===== src/rtl/add_arb_pkg.sv =====
// Shared constants and types for the adder-sharing arbiter.
// Build option ADD_ARB_FIXED_PRIO_EN (see add_share_arbiter) does not affect this package.
package add_arb_pkg;
  localparam int ADD_OP_W  = 6;
  localparam int ADD_RES_W = 8;
  localparam int ADD_LAT   = 4;
  localparam int ID_W_MAX  = 3;  // enough for up to 8 requesters

  typedef struct packed {
    logic                valid;
    logic [ID_W_MAX-1:0] id;
  } tag_t;

  typedef struct packed {
    logic [ID_W_MAX-1:0]  id;
    logic [ADD_RES_W-1:0] y;
  } rsp_t;

  // Index 'k' steps after 'base', wrapping at n.
  function automatic int rr_idx(input int base, input int k, input int n);
    int s;
    s = base + k;
    return (s >= n) ? s - n : s;
  endfunction
endpackage


===== src/rtl/add_arb_fifo.sv =====
// Synchronous FIFO with push/pop, full/empty flags and a head taken
// straight from the storage flops (no bypass from push to head).
module add_arb_fifo #(
  parameter int WIDTH = 11,
  parameter int DEPTH = 8
) (
  input  logic             clk,
  input  logic             rst,
  input  logic             push,
  input  logic [WIDTH-1:0] wdata,
  input  logic             pop,
  output logic [WIDTH-1:0] rdata,
  output logic             full,
  output logic             empty
);
  localparam int AW = $clog2(DEPTH);

  logic [WIDTH-1:0] r_mem [DEPTH];
  logic [AW:0]      r_wr;
  logic [AW:0]      r_rd;
  logic             w_do_push;
  logic             w_do_pop;

  // Extra pointer MSB distinguishes full from empty when the addresses match.
  assign empty     = (r_wr == r_rd);
  assign full      = (r_wr[AW] != r_rd[AW]) && (r_wr[AW-1:0] == r_rd[AW-1:0]);
  assign w_do_push = push && !full;
  assign w_do_pop  = pop && !empty;
  assign rdata     = r_mem[r_rd[AW-1:0]];

  always_ff @(posedge clk) begin
    if (rst) begin
      r_wr <= '0;
      r_rd <= '0;
    end else begin
      if (w_do_push) r_wr <= r_wr + (AW+1)'(1);
      if (w_do_pop)  r_rd <= r_rd + (AW+1)'(1);
    end
  end

  always_ff @(posedge clk) begin
    if (w_do_push) r_mem[r_wr[AW-1:0]] <= wdata;
  end
endmodule


===== src/rtl/add_share_arbiter.sv =====
// Shares one fixed-latency 4-operand adder among NREQ requesters with credit-limited issue.
// Define ADD_ARB_FIXED_PRIO_EN for lowest-index-wins arbitration (default: round-robin).
module add_share_arbiter
  import add_arb_pkg::*;
#(
  parameter int NREQ       = 4,
  parameter int LAT        = ADD_LAT,
  parameter int FIFO_DEPTH = 8
) (
  input  logic                         clk,
  input  logic                         rst,
  input  logic [NREQ-1:0]              req_valid,
  output logic [NREQ-1:0]              req_ready,
  input  logic [NREQ*ADD_OP_W-1:0]     req_a,
  input  logic [NREQ*ADD_OP_W-1:0]     req_b,
  input  logic [NREQ*ADD_OP_W-1:0]     req_c,
  input  logic [NREQ*ADD_OP_W-1:0]     req_d,
  output logic [ADD_OP_W-1:0]          add_a,
  output logic [ADD_OP_W-1:0]          add_b,
  output logic [ADD_OP_W-1:0]          add_c,
  output logic [ADD_OP_W-1:0]          add_d,
  input  logic [ADD_RES_W-1:0]         add_y,
  output logic                         rsp_valid,
  input  logic                         rsp_ready,
  output logic [$clog2(NREQ)-1:0]      rsp_id,
  output logic [ADD_RES_W-1:0]         rsp_y,
  output logic                         busy
);
  localparam int ID_W  = $clog2(NREQ);
  localparam int CNT_W = $clog2(FIFO_DEPTH + 1);

  logic [CNT_W-1:0] r_cnt;
  tag_t             r_tag [LAT];
  logic             w_issue;
  logic [ID_W-1:0]  w_gidx;
  logic             w_pop;
  logic             w_fifo_push;
  logic             w_fifo_full;
  logic             w_fifo_empty;
  rsp_t             w_wr;
  rsp_t             w_head;
  logic             w_unused_id;

`ifndef ADD_ARB_FIXED_PRIO_EN
  logic [ID_W-1:0]  r_ptr;
`endif

  // Arbitration: descending scan so the highest-priority candidate is written last.
  always_comb begin
    w_issue = 1'b0;
    w_gidx  = '0;
    if (!rst && (r_cnt < CNT_W'(FIFO_DEPTH))) begin
      for (int k = NREQ - 1; k >= 0; k--) begin
`ifdef ADD_ARB_FIXED_PRIO_EN
        if (req_valid[k]) begin
          w_issue = 1'b1;
          w_gidx  = ID_W'(k);
        end
`else
        if (req_valid[rr_idx(int'(r_ptr), k, NREQ)]) begin
          w_issue = 1'b1;
          w_gidx  = ID_W'(rr_idx(int'(r_ptr), k, NREQ));
        end
`endif
      end
    end
  end

  assign req_ready = w_issue ? (NREQ'(1) << w_gidx) : '0;
  assign add_a     = w_issue ? req_a[int'(w_gidx)*ADD_OP_W +: ADD_OP_W] : '0;
  assign add_b     = w_issue ? req_b[int'(w_gidx)*ADD_OP_W +: ADD_OP_W] : '0;
  assign add_c     = w_issue ? req_c[int'(w_gidx)*ADD_OP_W +: ADD_OP_W] : '0;
  assign add_d     = w_issue ? req_d[int'(w_gidx)*ADD_OP_W +: ADD_OP_W] : '0;

`ifndef ADD_ARB_FIXED_PRIO_EN
  always_ff @(posedge clk) begin
    if (rst)          r_ptr <= '0;
    else if (w_issue) r_ptr <= ID_W'(rr_idx(int'(w_gidx), 1, NREQ));
  end
`endif

  // Tag pipeline mirrors the adder latency; it never stalls.
  always_ff @(posedge clk) begin
    if (rst) begin
      for (int s = 0; s < LAT; s++) r_tag[s] <= '0;
    end else begin
      r_tag[0].valid <= w_issue;
      r_tag[0].id    <= ID_W_MAX'(w_gidx);
      for (int s = 1; s < LAT; s++) r_tag[s] <= r_tag[s-1];
    end
  end

  assign w_fifo_push = r_tag[LAT-1].valid;
  assign w_wr.id     = r_tag[LAT-1].id;
  assign w_wr.y      = add_y;

  add_arb_fifo #(
    .WIDTH($bits(rsp_t)),
    .DEPTH(FIFO_DEPTH)
  ) u_fifo (
    .clk   (clk),
    .rst   (rst),
    .push  (w_fifo_push),
    .wdata (w_wr),
    .pop   (w_pop),
    .rdata (w_head),
    .full  (w_fifo_full),
    .empty (w_fifo_empty)
  );

  assign rsp_valid   = !rst && !w_fifo_empty;
  assign w_pop       = rsp_valid && rsp_ready;
  assign rsp_id      = rsp_valid ? w_head.id[ID_W-1:0] : '0;
  assign rsp_y       = rsp_valid ? w_head.y : '0;
  assign w_unused_id = ^w_head.id;

  // Credits cover both in-flight tags and buffered responses.
  always_ff @(posedge clk) begin
    if (rst)                  r_cnt <= '0;
    else if (w_issue && !w_pop) r_cnt <= r_cnt + CNT_W'(1);
    else if (!w_issue && w_pop) r_cnt <= r_cnt - CNT_W'(1);
  end

  assign busy = !rst && (r_cnt != '0);
endmodule

===== config.mk =====
export PLATFORM = sky130hd
export DESIGN_NAME = add_share_arbiter
export DESIGN_NICKNAME = d
export VERILOG_FILES = /design/src/rtl/add_arb_pkg.sv /design/src/rtl/add_arb_fifo.sv /design/src/rtl/add_share_arbiter.sv
export SDC_FILE = /design/constraint.sdc
export NUM_CORES = 1
export LEC_CHECK = 0
export ABC_CLOCK_PERIOD_IN_PS = 2900
export CAP_MARGIN = 20
export CORE_UTILIZATION = 30
export CTS_BUF_LIST = sky130_fd_sc_hd__clkbuf_8
export CTS_CLUSTER_SIZE = 30
export DETAILED_ROUTE_END_ITERATION = 12
export HOLD_SLACK_MARGIN = 0.03
export PLACE_DENSITY = 0.55
export SYNTH_ARGS = -nofsm -noshare
export SYNTH_HDL_FRONTEND = slang
export SYNTH_SLANG_ARGS = --single-unit
export TNS_END_PERCENT = 20

===== constraint.sdc =====
create_clock -name clk -period 2.9 [get_ports clk]
set_input_delay 0.58 -clock clk [delete_from_list [all_inputs] [get_ports clk]]
set_output_delay 0.58 -clock clk [all_outputs]
set_load 0.01 [all_outputs]

==> flow_metrics.env, run 1 <==
export IMPL_status="complete, no violations"
export IMPL_cts_max_path_buffers=2
export IMPL_crit_path_frequent_cell="buf_4"
export IMPL_dieArea_um2=17630
export IMPL_ir_drop_mv=0.2260
export IMPL_relSlewSlack_pct=64.10
export IMPL_first_pass_iters=4
export IMPL_rsz0062_at_grt="no"
export IMPL_regToRegStartpoint="u_fifo.r_wr[1]"
export IMPL_synthTopCellsByArea="edfxtp_1 (47%), mux2i_1 (12%), dfxtp_1 (11%), mux4_2 (8.8%), o22ai_1 (2.9%)"
export IMPL_period_share_pct=97.87
export IMPL_ios=151
export IMPL_vias=3632
export IMPL_setup_viol=0
export IMPL_finClkSkew_ns=0.009397
export IMPL_crit_fanout=5
export IMPL_crit_chain="clkdlybuf4s15_2, or3b_4, o221ai_4, buf_6, buf_4, buf_4, mux2i_1, o22ai_1, clkdlybuf4s15_1"
export IMPL_clkTransAtPathRegs_ns=0.10
export IMPL_worstPathRequired_ns=2.32
export IMPL_clock_sinks=109
export IMPL_num_antenna_cells=0
export IMPL_root_buffer="clkbuf_8"
export IMPL_wirelength_um=13690
export IMPL_htree_num_levels=3
export IMPL_die_w_um=132.8
export IMPL_max_freq_ghz=0.3523
export IMPL_startpoint="req_valid[2]"
export IMPL_finalSetupTns_ns=0
export IMPL_cts_inserted_buffers=9
export IMPL_holdBufCountCts=0
export IMPL_dp_hpwl_um=9966
export IMPL_portBuffers=150
export IMPL_finalPower_mw=4.014
export IMPL_ys_types=44
export IMPL_ant_nets=0
export IMPL_cpPeakStageDelay_ns=0.40
export IMPL_synth_most_common_cell="edfxtp_1"
export IMPL_final_layout_size_suffix_gt1_share_pct=24.23
export IMPL_dr_first_iter_drc_count=164
export IMPL_core_area_um2=16640
export IMPL_slew_violations=0
export IMPL_syn_num_nets=476
export IMPL_place_ws_ns=-0.6678
export IMPL_period_needed_ns=2.838
export IMPL_insertion_delay_ns=0.38
export IMPL_worstHoldStart="r_tag[0][1]"
export IMPL_grt_remaining_overflow=0
export IMPL_start_kind="input port"
export IMPL_crit_type="input port to primary output"
export IMPL_async_reset_ff_share_pct=0
export IMPL_netlist_top_cells_count="edfxtp_1 (80), mux2i_1 (61), dfxtp_1 (29)"
export IMPL_synthFlopType="edfxtp_1"
export IMPL_grt_pass1_vias=4040
export IMPL_synth_edf_count=80
export IMPL_wl_per_cell_um=17.80
export IMPL_routabilityCongestion=0.8830
export IMPL_grt_pass1_wl_um=21230
export IMPL_yosysWarnings=0
export IMPL_tightest_slew_ns=0.5378
export IMPL_synthToLayoutAreaGrowth_pct=44.68
export IMPL_vias_per_cell=4.723
export IMPL_row_count=47
export IMPL_ys_ff_latch=109
export IMPL_yosys_area_top_type="edfxtp_1"
export IMPL_p_leak_nw=2.742
export IMPL_end_kind="primary output"
export IMPL_whs_ns=0.4459
export IMPL_crit_slowest_cell="or3b_4"
export IMPL_antenna_found_initial=0
export IMPL_cp_arrival_ns=2.26
export IMPL_gr_usage_all_layers_pct=16.19
export IMPL_avgSynthCellArea_um2=14.45
export IMPL_synth_top_area_share_pct=46.83
export IMPL_p_per_area_nw_per_um2=540.8
export IMPL_fill_cells=1510
export IMPL_grt_max_degree=25
export IMPL_netlist_area_um2=5130
export IMPL_drc_errors=0
export IMPL_start_util_pct=30.82
export IMPL_nets=665
export IMPL_hold_viol_final=0
export IMPL_drv_cap=0
export IMPL_dieHeight_um=132.8
export IMPL_synth_cells=355
export IMPL_setup_ws_ns=0.06166
export IMPL_cts_tree="yes"
export IMPL_ys_seq_area_share_pct=58.15
export IMPL_hold_class="flip-flop to flip-flop"
## routing by layer
layer	GRT usage [%]	up-vias	share of wire [%]
met3	3.410	25	5.0
met5	0	-	0
met2	31.67	141	55
li1	-	1732	-
met1	16.33	1734	37
met4	7.088	0	3.1
## power by group
group,internal [mW],switching (mW)
Sequential,1.72,0.0584
Clock,0.424,0.558
Combinational,0.703,0.547
Total,2.85,1.16
## flip-flops by register name, summed over array words and instances (netlist names), named ones only
register      count
u_fifo.r_rd       4
u_fifo.r_wr       4
r_cnt             4
r_ptr             2
u_fifo.r_mem     80
r_tag            12
## timing repair
item / 4_1_cts / 5_1_grt
pin swaps: 4 / 4
setup endpoints to repair: 38 / 29
setup buffers: 5 / 0
resized for setup: 110 / 19
gates cloned: 2 / 0
## worst max-delay path: cells and delay by family
kind,cells,cell delay [ns]
compound gates,2,0.21
mux,1,0.19
buf+inv,5,0.88
simple gates,1,0.40
## layout by cell type (no fill, tap or decap), types with 3 or more instances in the layout
| cell type | instances |
|---|---|
| buf_4 | 39 |
| nand2b_1 | 3 |
| mux2i_1 | 57 |
| dlygate4sd2_1 | 9 |
| ha_1 | 9 |
| a21oi_1 | 5 |
| mux4_2 | 20 |
| buf_6 | 5 |
| clkbuf_2 | 13 |
| xnor2_1 | 8 |
| nor3_1 | 4 |
| clkbuf_8 | 9 |
| xor2_1 | 5 |
| nand2_1 | 6 |
| clkdlybuf4s15_1 | 4 |
| and2_1 | 4 |
| o21ai_1 | 3 |
| nor2_1 | 27 |
| dfxtp_1 | 28 |
| o22ai_1 | 23 |
| edfxtp_1 | 80 |
| nor2b_1 | 10 |
| inv_2 | 4 |
| clkdlybuf4s50_1 | 109 |
| buf_12 | 5 |
| inv_1 | 5 |
| buf_2 | 12 |
| inv_6 | 4 |
## cell families (layout without fill, tap and decap cells)
kind of cell,Yosys count,in the layout,synth area share [%]
flops,109,109,58.15
mux,81,81,20.68
simple gates,68,68,6.902
compound gates,42,42,5.805
buf+inv,32,226,3.659
xor+xnor,13,13,2.220
fa+ha+maj,10,10,2.585
## layout make-up
cell class	instances	area, um^2	share of cell area, %
Inverter	9	33.78	0.4552
Clock inverter	7	87.58	1.180
Clock buffer	9	123.9	1.669
Timing Repair Buffer	201	1884	25.39
Multi-Input combinational cell	214	2031	27.36
Tap cell	220	275.3	3.709
Sequential cell	109	2987	40.24
## path summary, 6_finish.rpt
check	end	slack, ns	depth (start not counted)
setup / recovery	add_a[2]	0.06	9
setup reg to reg	r_cnt[3]	0.32	12
hold reg to reg	r_tag[1][1]	0.45	1
hold / removal	r_tag[1][1]	0.45	1
## metrics by stage
stage               utilization [%]  cell area (um^2)  std cells
floorplan                         -              5130        355
finish                        44.60              7422        769
global placement              43.08              7169        746
detailed placement            43.08              7169        746
global route                  44.60              7422        769
CTS                           45.06              7498        769
(Power assumes the default switching activity.)
==> inputs of run 2 (changes only) <==
- SETUP_SLACK_MARGIN: default -> 0.4
==> run 2 against run 1 <==
Via count decreased by 0.74%. Combinational power increased by 4%. Sequential share of layout area decreased by 0.62 points. Setup slack improved by 0.041 ns. Worst hold slack got worse by 0.011 ns. Final area increased by 1.6%. Die area unchanged. Largest power group unchanged. Clock skew increased by 0.0059 ns.
==> flow_metrics.env, run 2 (synthesis gave the netlist of run 1 again) <==
export IMPL_status="complete, no violations"
export IMPL_clock_sinks=109
export IMPL_cts_inserted_buffers=9
export IMPL_htree_num_levels=3
export IMPL_portBuffers=150
export IMPL_start_util_pct=30.82
export IMPL_core_area_um2=16640
export IMPL_wirelength_um=13460
export IMPL_period_needed_ns=2.797
export IMPL_grt_pass1_wl_um=20910
export IMPL_row_count=47
export IMPL_crit_type="input port to primary output"
export IMPL_p_per_area_nw_per_um2=553.0
export IMPL_root_buffer="clkbuf_8"
export IMPL_end_kind="primary output"
export IMPL_cp_arrival_ns=2.22
export IMPL_setup_viol=0
export IMPL_num_antenna_cells=0
export IMPL_worstHoldStart="r_tag[1][3]"
export IMPL_regToRegStartpoint="u_fifo.r_wr[1]"
export IMPL_cts_tree="yes"
export IMPL_period_share_pct=96.45
export IMPL_drv_cap=0
export IMPL_cts_max_path_buffers=2
export IMPL_insertion_delay_ns=0.37
export IMPL_start_kind="input port"
export IMPL_tightest_slew_ns=0.4729
export IMPL_grt_pass1_vias=3855
export IMPL_crit_fanout=11
export IMPL_rsz0062_at_grt="yes"
export IMPL_first_pass_iters=4
export IMPL_final_cell_mix="clkdlybuf4s50_1 (109), edfxtp_1 (80), mux2i_1 (59)"
export IMPL_rr_worst_depth=12
export IMPL_grt_remaining_overflow=0
export IMPL_gr_usage_all_layers_pct=15.61
export IMPL_dp_hpwl_um=9334
export IMPL_dieArea_um2=17630
export IMPL_routabilityCongestion=0.8059
export IMPL_final_cells=771
export IMPL_drc_errors=0
export IMPL_rr_endpoint="r_cnt[3]"
export IMPL_rrSetupSlack_ns=0.30
export IMPL_nets=667
export IMPL_wl_per_cell_um=17.45
export IMPL_vias_per_cell=4.676
export IMPL_final_layout_size_suffix_gt1_share_pct=25.59
export IMPL_slew_violations=0
export IMPL_worstPathRequired_ns=2.32
export IMPL_hold_class="flip-flop to flip-flop"
export IMPL_ant_nets=0
export IMPL_clkTransAtPathRegs_ns=0.10
export IMPL_layout_commonest_cell="clkdlybuf4s50_1"
export IMPL_whs_ns=0.4347
export IMPL_holdBufCountCts=0
export IMPL_finClkSkew_ns=0.01529
export IMPL_hold_viol_final=0
export IMPL_grt_max_degree=27
export IMPL_antenna_found_initial=0
export IMPL_dieHeight_um=132.8
export IMPL_die_w_um=132.8
export IMPL_ios=151
export IMPL_max_freq_ghz=0.3575
export IMPL_synthToLayoutAreaGrowth_pct=47.02
export IMPL_largest_reg_flops=80
export IMPL_relSlewSlack_pct=68.44
export IMPL_min_delay_path_depth=1
export IMPL_ir_drop_mv=0.2652
export IMPL_placedCellCount=740
export IMPL_dr_first_iter_drc_count=127
export IMPL_p_leak_nw=2.823
export IMPL_finalSetupTns_ns=0
export IMPL_holdPathEnd="r_tag[2][3]"
export IMPL_vias=3605
run 2: power breakdown:
part / leakage [nW] / internal, mW / switching, mW
clock: 0.123 / 0.580 / 0.510
combinational: 1.75 / 0.728 / 0.572
sequential: 0.954 / 1.72 / 0.0569
run 2: stage by stage:
step | utilization (%) | area, um^2 | power [mW] | setup slack [ns]
after floorplan | - | 5140 | 2.438 | 0.3923
after global placement | 42.76 | 7117 | 3.023 | -0.5900
after detailed placement | 42.76 | 7117 | 3.045 | -0.6275
after CTS | 44.73 | 7445 | 4.170 | 0.06220
after global routing | 45.32 | 7542 | 4.380 | 0.02135
final | 45.32 | 7542 | 4.171 | 0.1030
run 2: area by class of cell:
type | instances | area, um^2
clock inverters | 7 | 121.4
clock buffers | 9 | 123.9
repair buffers | 203 | 1961
fillers | 1518 | 9100
well taps | 220 | 275.3
inverters | 9 | 36.28
multi-input cells | 214 | 2037
flip-flops and latches | 109 | 2988
run 2: metal layers:
layer / GRT usage (%) / up-vias / wire [um]
met5: 0 / - / 0
met3: 3.563 / 14 / 661
met1: 18.20 / 1762 / 5594
met4: 4.087 / 0 / 146
met2: 28.65 / 92 / 7053
li1: - / 1737 / -
run 2: worst max-delay path by stage:
stage | end | depth (start not counted) | start | slack (ns)
2_1_floorplan | r_cnt[3] | 12 | rst | 0.39
3_3_place_gp | add_d[3] | 7 | req_valid[2] | -0.59
3_5_place_dp | add_d[3] | 7 | req_valid[1] | -0.63
4_1_cts | rsp_id[0] | 7 | rst | 0.06
5_1_grt | add_b[2] | 9 | r_ptr[1] | 0.02
6_report | rsp_y[4] | 7 | rst | 0.10
run 2: critical path: stages:
cell and delay (ns):
dlygate4sd2_1 0.28, buf_4 0.15, buf_4 0.13, a41o_1 0.25, buf_6 0.17, nor2_1 0.11, clkdlybuf4s50_1 0.53
run 2: timing repair:
action	in CTS	in global routing
pin swaps	7	7
endpoints found under the setup margin	41	41
setup buffers	8	2
gates cloned	3	2
resized for setup	148	13
